**config.mk**
```make
export PLATFORM = sky130hd
export DESIGN_NAME = jmisc_timer_intc_flat
export DESIGN_NICKNAME = d
export VERILOG_FILES = /design/src/rtl/jmisc_timer_intc_if.sv /design/src/rtl/jmisc_timer_intc.sv /design/src/flat_wrapper.sv
export SDC_FILE = /design/constraint.sdc
export NUM_CORES = 1
export LEC_CHECK = 0
export ABC_AREA = 1
export CAP_MARGIN = 0
export CORE_MARGIN = 2
export CORE_UTILIZATION = 52
export DETAILED_ROUTE_END_ITERATION = 7
export PLACE_DENSITY_LB_ADDON = 0.3
export RECOVER_POWER = 50
export SYNTH_ARGS = -nofsm -noshare
export SYNTH_HDL_FRONTEND = slang
export SYNTH_SLANG_ARGS = --single-unit
```
**constraint.sdc**
```tcl
create_clock -name clk -period 2.6 [get_ports clk]
set_input_delay 0.26 -clock clk [delete_from_list [all_inputs] [get_ports clk]]
set_output_delay 0.26 -clock clk [all_outputs]
set_load 0.02 [all_outputs]
```
**src/rtl/jmisc_timer_intc_if.sv**
```systemverilog
// 16-bit internal register bus between the CPU-side decoder and the misc timer/interrupt block.
// The master drives address, strobes and write data; the slave returns read data and its bus-drive enable.
interface jmisc_timer_intc_if;
   logic [3:0]  addr;
   logic        wr;
   logic        rd;
   logic [15:0] din;
   logic [15:0] dout;
   logic        dr_oe;

   modport master (output addr, wr, rd, din, input dout, dr_oe);
   modport slave  (input addr, wr, rd, din, output dout, dr_oe);
endinterface

```
**src/rtl/jmisc_timer_intc.sv**
```systemverilog
// Jaguar misc block: NTIMER prescaler/divider timers plus an edge/level interrupt controller.
// Writes land next cycle, reads are combinational, ticks and irq are registered; no backpressure.
module jmisc_timer_intc #(
   parameter int              NTIMER   = 2,
   parameter int              CNT_W    = 16,
   parameter int              NEXT     = 4,
   parameter logic [NEXT-1:0] EXT_EDGE = NEXT'(4'b0001)
) (
   input  logic               clk,
   input  logic               reset,
   jmisc_timer_intc_if.slave  bus,
   input  logic [NEXT-1:0]    ext_int,
   output logic               irq,
   output logic [NTIMER-1:0]  pre_tick,
   output logic [NTIMER-1:0]  tmr_tick
);
   localparam int         NI       = NEXT + NTIMER;
   localparam logic [3:0] A_INTEN  = 4'd0;
   localparam logic [3:0] A_INTACK = 4'd1;
   localparam logic [3:0] A_CTRL   = 4'd2;

   logic [NI-1:0]     enable;
   logic [NI-1:0]     pending;
   logic [NI-1:0]     src_ev;
   logic [NI-1:0]     ack;
   logic [NEXT-1:0]   ext_q;
   logic [NTIMER-1:0] oneshot;
   logic [NTIMER-1:0] armed;
   logic [NTIMER-1:0] pre_wr;
   logic [NTIMER-1:0] div_wr;
   logic [CNT_W-1:0]  pre_rld [NTIMER];
   logic [CNT_W-1:0]  pre_cnt [NTIMER];
   logic [CNT_W-1:0]  div_rld [NTIMER];
   logic [CNT_W-1:0]  div_cnt [NTIMER];
   logic [CNT_W-1:0]  wr_val;
   logic [15:0]       rdata;
   logic              rvalid;
   logic              unused_din;

   assign wr_val     = bus.din[CNT_W-1:0];
   assign unused_din = ^bus.din;

   // Timer events come from the registered tick outputs, so they pend one cycle after the pulse.
   assign src_ev = {tmr_tick, (ext_int & ~ext_q & EXT_EDGE) | (ext_int & ~EXT_EDGE)};
   assign ack    = (bus.wr && bus.addr == A_INTACK) ? bus.din[NI-1:0] : '0;

   always_comb begin
      pre_wr = '0;
      div_wr = '0;
      for (int k = 0; k < NTIMER; k++) begin
         pre_wr[k] = bus.wr && (bus.addr == 4'(4 + 2*k));
         div_wr[k] = bus.wr && (bus.addr == 4'(5 + 2*k));
      end
   end

   always_ff @(posedge clk) begin
      if (reset) begin
         enable   <= '0;
         pending  <= '0;
         ext_q    <= '0;
         irq      <= 1'b0;
         oneshot  <= '0;
         armed    <= '0;
         pre_tick <= '0;
         tmr_tick <= '0;
         for (int k = 0; k < NTIMER; k++) begin
            pre_rld[k] <= '0;
            pre_cnt[k] <= '0;
            div_rld[k] <= '0;
            div_cnt[k] <= '0;
         end
      end else begin
         ext_q   <= ext_int;
         pending <= (pending & ~ack) | (src_ev & enable);
         irq     <= |pending;
         if (bus.wr && bus.addr == A_INTEN) enable  <= bus.din[NI-1:0];
         if (bus.wr && bus.addr == A_CTRL)  oneshot <= bus.din[NTIMER-1:0];
         for (int k = 0; k < NTIMER; k++) begin
            pre_tick[k] <= 1'b0;
            tmr_tick[k] <= 1'b0;
            // A register write to the channel takes priority over any expiry that cycle.
            if (pre_wr[k]) begin
               pre_rld[k] <= wr_val;
               pre_cnt[k] <= wr_val;
            end else if (div_wr[k]) begin
               div_rld[k] <= wr_val;
               div_cnt[k] <= wr_val;
               armed[k]   <= 1'b1;
            end else if (armed[k] && pre_rld[k] != '0) begin
               if (pre_cnt[k] != '0) begin
                  pre_cnt[k] <= pre_cnt[k] - CNT_W'(1);
               end else begin
                  pre_tick[k] <= 1'b1;
                  if (div_cnt[k] != '0) begin
                     div_cnt[k] <= div_cnt[k] - CNT_W'(1);
                     pre_cnt[k] <= pre_rld[k];
                  end else begin
                     tmr_tick[k] <= 1'b1;
                     if (oneshot[k]) begin
                        armed[k] <= 1'b0;
                     end else begin
                        div_cnt[k] <= div_rld[k];
                        pre_cnt[k] <= pre_rld[k];
                     end
                  end
               end
            end
         end
      end
   end

   always_comb begin
      rdata  = '0;
      rvalid = 1'b0;
      case (bus.addr)
         A_INTEN: begin
            rvalid          = 1'b1;
            rdata[NI-1:0]   = pending;
         end
         A_INTACK: begin
            rvalid          = 1'b1;
            rdata[NI-1:0]   = src_ev;
         end
         A_CTRL: begin
            rvalid              = 1'b1;
            rdata[NTIMER-1:0]   = oneshot;
            rdata[8 +: NTIMER]  = armed;
         end
         default: begin
            for (int k = 0; k < NTIMER; k++) begin
               if (bus.addr == 4'(4 + 2*k)) begin
                  rvalid             = 1'b1;
                  rdata[CNT_W-1:0]   = pre_cnt[k];
               end else if (bus.addr == 4'(5 + 2*k)) begin
                  rvalid             = 1'b1;
                  rdata[CNT_W-1:0]   = div_cnt[k];
               end
            end
         end
      endcase
   end

   assign bus.dr_oe = bus.rd & rvalid;
   assign bus.dout  = bus.dr_oe ? rdata : '0;
endmodule

```
**src/flat_wrapper.sv**
```systemverilog
// flat-port wrapper written by rule: the top's interface ports become plain ports
module jmisc_timer_intc_flat 
#(
   parameter int              NTIMER   = 2,
   parameter int              CNT_W    = 16,
   parameter int              NEXT     = 4,
   parameter logic [NEXT-1:0] EXT_EDGE = NEXT'(4'b0001)
)
  (clk, reset, ext_int, irq, pre_tick, tmr_tick, bus_addr, bus_wr, bus_rd, bus_din, bus_dout, bus_dr_oe);
  jmisc_timer_intc_if bus_i ();
  input  logic clk;
  input  logic reset;
  input  logic [NEXT-1:0] ext_int;
  output logic irq;
  output logic [NTIMER-1:0] pre_tick;
  output logic [NTIMER-1:0] tmr_tick;
  input wire logic [$bits(bus_i.addr)-1:0] bus_addr;
  input wire logic [$bits(bus_i.wr)-1:0] bus_wr;
  input wire logic [$bits(bus_i.rd)-1:0] bus_rd;
  input wire logic [$bits(bus_i.din)-1:0] bus_din;
  output wire logic [$bits(bus_i.dout)-1:0] bus_dout;
  output wire logic [$bits(bus_i.dr_oe)-1:0] bus_dr_oe;
  assign bus_i.addr = bus_addr;
  assign bus_i.wr = bus_wr;
  assign bus_i.rd = bus_rd;
  assign bus_i.din = bus_din;
  assign bus_dout = bus_i.dout;
  assign bus_dr_oe = bus_i.dr_oe;
  jmisc_timer_intc #(.NTIMER(NTIMER), .CNT_W(CNT_W), .NEXT(NEXT), .EXT_EDGE(EXT_EDGE)) u_core (.clk(clk), .reset(reset), .bus(bus_i), .ext_int(ext_int), .irq(irq), .pre_tick(pre_tick), .tmr_tick(tmr_tick));
endmodule
```
* Word level (Yosys, flattened, before mapping)
Memory sizes are Yosys's and may differ from the RTL's.
Cells that the tools add are included.
** Cells by class
- Add/subtract/negate cells :: 4
- Equal/unequal tests :: 10
- Multiplexer cells :: 106
- Bitwise logic cells :: 30
- Reductions and logical operators :: 29
** Operators by type and width (number)
- 2-to-1 mux 16 bit :: 23
- nonzero test 16 bit :: 6
- 2-to-1 mux 1 bit :: 77
- subtractor 16 x 1 -> 16 bit, second input constant :: 4
- OR 1 bit :: 18
- == test 4 x 3 -> 1 bit, second input constant :: 4
- AND 6 bit :: 2
- 2-to-1 mux 6 bit :: 2
- case mux 4 bit (3 select lines) :: 1
- AND reduction 5 bit :: 2
- OR reduction 5 bit :: 2
- logical AND 1 bit :: 9
- inequality test 2 x 1 -> 1 bit, second input constant :: 4
- nonzero test 2 bit :: 4
- OR reduction 4 bit :: 2
- inverter 6 bit :: 1
- OR 6 bit :: 1
- case mux 2 bit (3 select lines) :: 1
- OR reduction 6 bit :: 1
- inverter 1 bit :: 5
- == test 4 x 1 -> 1 bit, second input constant :: 1
- == test 4 x 2 -> 1 bit, second input constant :: 1
- logical NOT 4 bit :: 1
- OR 1 x 4 -> 4 bit :: 1
- 5 further kinds :: 6
** Storage, ports and cells
- Flip-flop bits (word level) :: 22
- RAM bits :: 128
- Input bits :: 28
- Output and inout bits :: 22
- Memories :: 4
** Memory list
- u_core.div_cnt :: depth 2, width 16, read ports 2, clocked after memory_dff 0, wr ports 2, line jmisc_timer_intc.sv:34 : logic [CNT_W-1:0] div_cnt [NTIMER];
- u_core.div_rld :: depth 2, width 16, read ports 2, clocked after memory_dff 0, wr ports 2, line jmisc_timer_intc.sv:33 : logic [CNT_W-1:0] div_rld [NTIMER];
- u_core.pre_cnt :: depth 2, width 16, read ports 2, clocked after memory_dff 0, wr ports 2, line jmisc_timer_intc.sv:32 : logic [CNT_W-1:0] pre_cnt [NTIMER];
- u_core.pre_rld :: depth 2, width 16, read ports 2, clocked after memory_dff 0, wr ports 2, line jmisc_timer_intc.sv:31 : logic [CNT_W-1:0] pre_rld [NTIMER];

* Longest topological paths before layout
- Depth in word-level cells :: 10
- Mapped depth :: 14

* Worst setup path after synthesis
Ideal clock, no wire load.
- Kind :: register -> register
- Start :: mem u_core.div_cnt[0][0]
- End :: mem u_core.div_cnt[0][0] (enable)
- Arrival :: 1.955 ns
- Slack :: 0.228 ns
- Stages on the path, launching flop included :: 10
- Cell sequence :: edfxtp_1 -> inv_1 -> ha_1 -> nand3_2 -> nor2_4 -> nand3_4 -> o21ai_2 -> buf_6 -> buf_6 -> nand3_1
** RTL lines (line)
- start: declaration :: jmisc_timer_intc.sv:34

* Worst setup path in the final report
- Start :: in bus_addr[3]
- End :: out bus_dr_oe
** Between the ends
- Word-level cells in the longest chain between the ends :: 7
- Elaborated cells between the ends (all ways) :: 14
- Classes of those cells :: 6 x eq/ne; 5 x mux; 1 x bitwise; 2 x reduce/logical
** RTL lines
- start: declaration :: line flat_wrapper.sv:17 : input wire logic [$bits(bus_i.addr)-1:0] bus_addr;
- == test 4 x 3 -> 1 bit :: line jmisc_timer_intc.sv:134 : end else if (bus.addr == 4'(5 + 2*k)) begin
- 2-to-1 mux 1 bit :: line jmisc_timer_intc.sv:134
- 2-to-1 mux 1 bit :: line jmisc_timer_intc.sv:131 : if (bus.addr == 4'(4 + 2*k)) begin
- 2-to-1 mux 1 bit :: line jmisc_timer_intc.sv:134
- 2-to-1 mux 1 bit :: line jmisc_timer_intc.sv:131
- 2-to-1 mux 1 bit (*) :: line jmisc_timer_intc.sv:115 : case (bus.addr)
- AND 1 bit (*) :: line jmisc_timer_intc.sv:143 : assign bus.dr_oe = bus.rd & rvalid;
- end: declaration :: line flat_wrapper.sv:22 : output wire logic [$bits(bus_i.dr_oe)-1:0] bus_dr_oe;
Every way passes the cells marked *; elsewhere a longest branch is shown, timed or not.

==> flow_metrics.py <==
metrics = {
    "worst_setup_path": {
        "slowest_delay_ps": 530,
        "cp_num_buf_inv": 7,
        "crit_path_end_kind": "primary output",
        "critPathLaunchType": "input pin",
        "critPathSlowestCell": "clkdlybuf4s50_1",
        "crit_top_cell": "inv_1",
        "worstPathArrival_ps": 2250,
        "cp_max_fo": 4,
        "worstSetupPathType": "in2out",
        "worstPathCellList": "clkdlybuf4s50_1 > inv_1 > nand2_1 > inv_1 > nand2_1 > inv_1 > o21ai_4 > clkinv_2 > buf_4 > clkdlybuf4s50_1",
        "crit_family": "buffers and inverters",
        "worstPathRequired_ps": 2340,
    },
    "sta": {
        "clock.fmax_mhz": 399,
        "whs_ps": 431,
        "fin_skew_ps": 8.97,
        "slew_headroom": 0.328,
        "worst_slew_pin_slew_ps": 1010,
        "min_period_over_period": 0.965,
        "drv_slew": 0,
        "hold_viol_final": 0,
        "rsz0062_at_grt": "no",
        "post-route-min-period_ps": 2510,
        "setup_viol_count_final": 0,
        "setup_tns_ps": 0,
    },
    "outcome": {
        "status": "finished clean",
    },
    "place": {
        "place_congestion": 1.03,
        "port_buffers": 49,
        "dp_hpwl_um": 24500,
    },
    "synthesis": {
        "yosys.area.top_type": "edfxtp_1",
        "seq_area_frac_synth": 0.450,
        "synth_cell_types": 44,
        "synth_cells": 1241,
        "synthTopCellsByArea": "edfxtp_1 40%, nand2_1 13%, nor2_1 7.3%, inv_1 6.2%, nand3_1 5.8%",
        "synth_area_per_cell_um2": 7.66,
        "yosys_register_bits": 150,
        "synth_area_mm2": 0.00951,
        "synth_warnings": 0,
        "syn_nets": 1274,
        "yosysTopAreaCellShare": 0.404,
    },
    "routing": {
        "drc": 0,
        "routed_wl_um": 32100,
        "drt_iter0_drc": 1247,
        "routedWlPerCell_um": 20.0,
        "ant_nets": 0,
        "first_pass_iters": 7,
        "dr_total_vias": 9171,
        "via_per_inst": 5.71,
    },
    "layout": {
        "fillers": 1603,
        "n_antenna_cell": 0,
        "fin_util": 0.635,
        "drive_gt1_frac": 0.113,
        "areaGrowthSynthToFinish_pct": 19.8,
        "multi_input_area_mm2": 0.00438,
        "register_area_mm2": 0.00428,
        "layout.nets": 1396,
    },
    "pwr": {
        "power_density_mw_per_mm2": 537,
        "power_uw": 6130,
        "peakVddDrop_v": 0.000767,
        "power.leakage_uw": 0.00505,
    },
    "grt": {
        "grt_antenna_before_repair": 0,
        "grt_pass1_vias": 8533,
        "grt_pass1_wl_um": 48300,
        "grt_max_degree": 30,
        "grt_overflow_total": 0,
        "grtUsageTotal": 0.331,
    },
    "clock_tree": {
        "clockRootBuffer": "clkbuf_16",
        "cts_hold_buffers": 0,
        "cts_sinks": 150,
        "clk_path_buf_depth": 2,
        "path_clk_slew_ps": 70,
        "htreeDepth": 4,
        "cts_tree": "built",
        "cts_made_buffers": 17,
        "clk_latency_ps": 440,
    },
    "flow_run": {
        "maxCapViolations": 0,
    },
    "die": {
        "initial_core_util": 0.529,
        "die_area_mm2": 0.0194,
        "die_w_um": 139,
        "num_rows": 49,
        "ios": 50,
        "die_h_um": 139,
        "core_area_mm2": 0.0180,
    },
    "hold_path": {
        "hp-class": "in2reg",
    },
}
## cell families after synthesis
group / share of synthesized area
adder cells (fa/ha/maj): 0.00658
buffers and inverters: 0.0891
AND/OR/NAND/NOR: 0.327
AO/OA/AOI/OAI: 0.0877
flip-flops: 0.450
XOR/XNOR: 0.0396
## worst min-delay path, cell delays in order
cell	delay [ps]
clkdlybuf4s50_1	420
nand2_1	80
a21oi_1	60
## metal layers
metal | GRT usage | part of all wire | vias up
met5 | 0 | 0 | -
met4 | 0.155 | 0.044 | 0
met3 | 0.104 | 0.12 | 95
met2 | 0.513 | 0.46 | 568
met1 | 0.426 | 0.38 | 4193
li1 | - | - | 4315
## path summary, 6_finish.rpt
check,startpoint,end,slack [ps],depth (start not counted)
worst max-delay path,bus_addr[3],bus_dr_oe,90,10
worst min-delay path,ext_int[2],u_core.pending[2],430,3
worst max register to register,u_core.pre_cnt[1][0],u_core.div_cnt[1][2],120,10
worst min register to register,u_core.enable[5],u_core.pending[5],460,2
## Yosys cell counts (all sizes together)
| library cell | n |
|---|---|
| inv | 163 |
| clkinv | 1 |
| a211oi | 4 |
| xnor2 | 7 |
| ha | 5 |
| nand4 | 22 |
| nand3b | 9 |
| buf | 25 |
| o211ai | 11 |
| xor2 | 36 |
| nand2 | 334 |
| a221oi | 3 |
| a31oi | 4 |
| or4 | 1 |
| nor3 | 16 |
| nand3 | 117 |
| clkbuf | 14 |
| edfxtp | 128 |
| o221ai | 4 |
| dfxtp | 22 |
| o21bai | 8 |
| o31ai | 1 |
| o221a | 3 |
| nor2 | 202 |
| a21oi | 36 |
| o21ai | 52 |
| nor3b | 1 |
| o22ai | 12 |
## power breakdown
group          switching (uW)  leakage (uW)  internal [uW]
Sequential               99.8       0.00144           2740
Combinational             435       0.00331            228
Clock                    1150      0.000301           1470
Total                    1690       0.00505           4440
## registers in the layout, indices dropped and copies added (netlist names)
signal,count
u_core.div_cnt,32
u_core.div_rld,32
u_core.pre_cnt,32
u_core.pre_rld,32
u_core.enable,6
u_core.pending,6
u_core.armed,2
u_core.oneshot,2
u_core.pre_tick,2
u_core.tmr_tick,2
u_core.ext_q,1
u_core.irq,1
## cell type report
| class | count | area share |
|---|---|---|
| Sequential cell | 150 | 0.376 |
| Multi-Input combinational cell | 888 | 0.384 |
| Inverter | 164 | 0.0544 |
| Tap cell | 229 | 0.0251 |
| Timing Repair Buffer | 142 | 0.105 |
| Clock buffer | 17 | 0.0373 |
| Clock inverter | 15 | 0.0179 |
## stage by stage
step / setup slack [ps] / instances / cell area [um^2]
2_1_floorplan: 228 / 1241 / 9510
3_3_place_gp: -128 / 1568 / 10800
3_5_place_dp: -188 / 1568 / 10800
4_1_cts: 25.0 / 1602 / 11400
5_1_grt: 10.1 / 1605 / 11400
6_report: 90.9 / 1605 / 11400
## cells in the final DEF (no fill, tap or decap), types with 5 or more instances in the layout
cell and count:
inv_1 159, buf_4 74, clkdlybuf4s50_1 27, o211ai_1 11, clkbuf_16 17, xor2_1 36, nand3_1 111, dlygate4sd2_1 15
nor2_2 6, edfxtp_1 128, dlygate4sd3_1 6, clkbuf_1 12, a21oi_1 35, ha_1 5, buf_12 6, nand2_2 5
nor2_1 185, nand3b_1 9, o21ai_1 5, nand2_1 327, xnor2_1 7, nor3_1 15, o21bai_1 8, nor2_4 10
o22ai_1 12, o21ai_0 45, dfxtp_1 22, nand4_1 21
## repair_timing
action / 4_1_cts / 5_1_grt
pin swaps: 0 / 1
setup buffers: 2 / 3
gates resized for setup: 20 / 4
gates cloned: 0 / 0
setup endpoints to repair: 17 / 20
No activity file was read; power rests on OpenSTA's default activity.
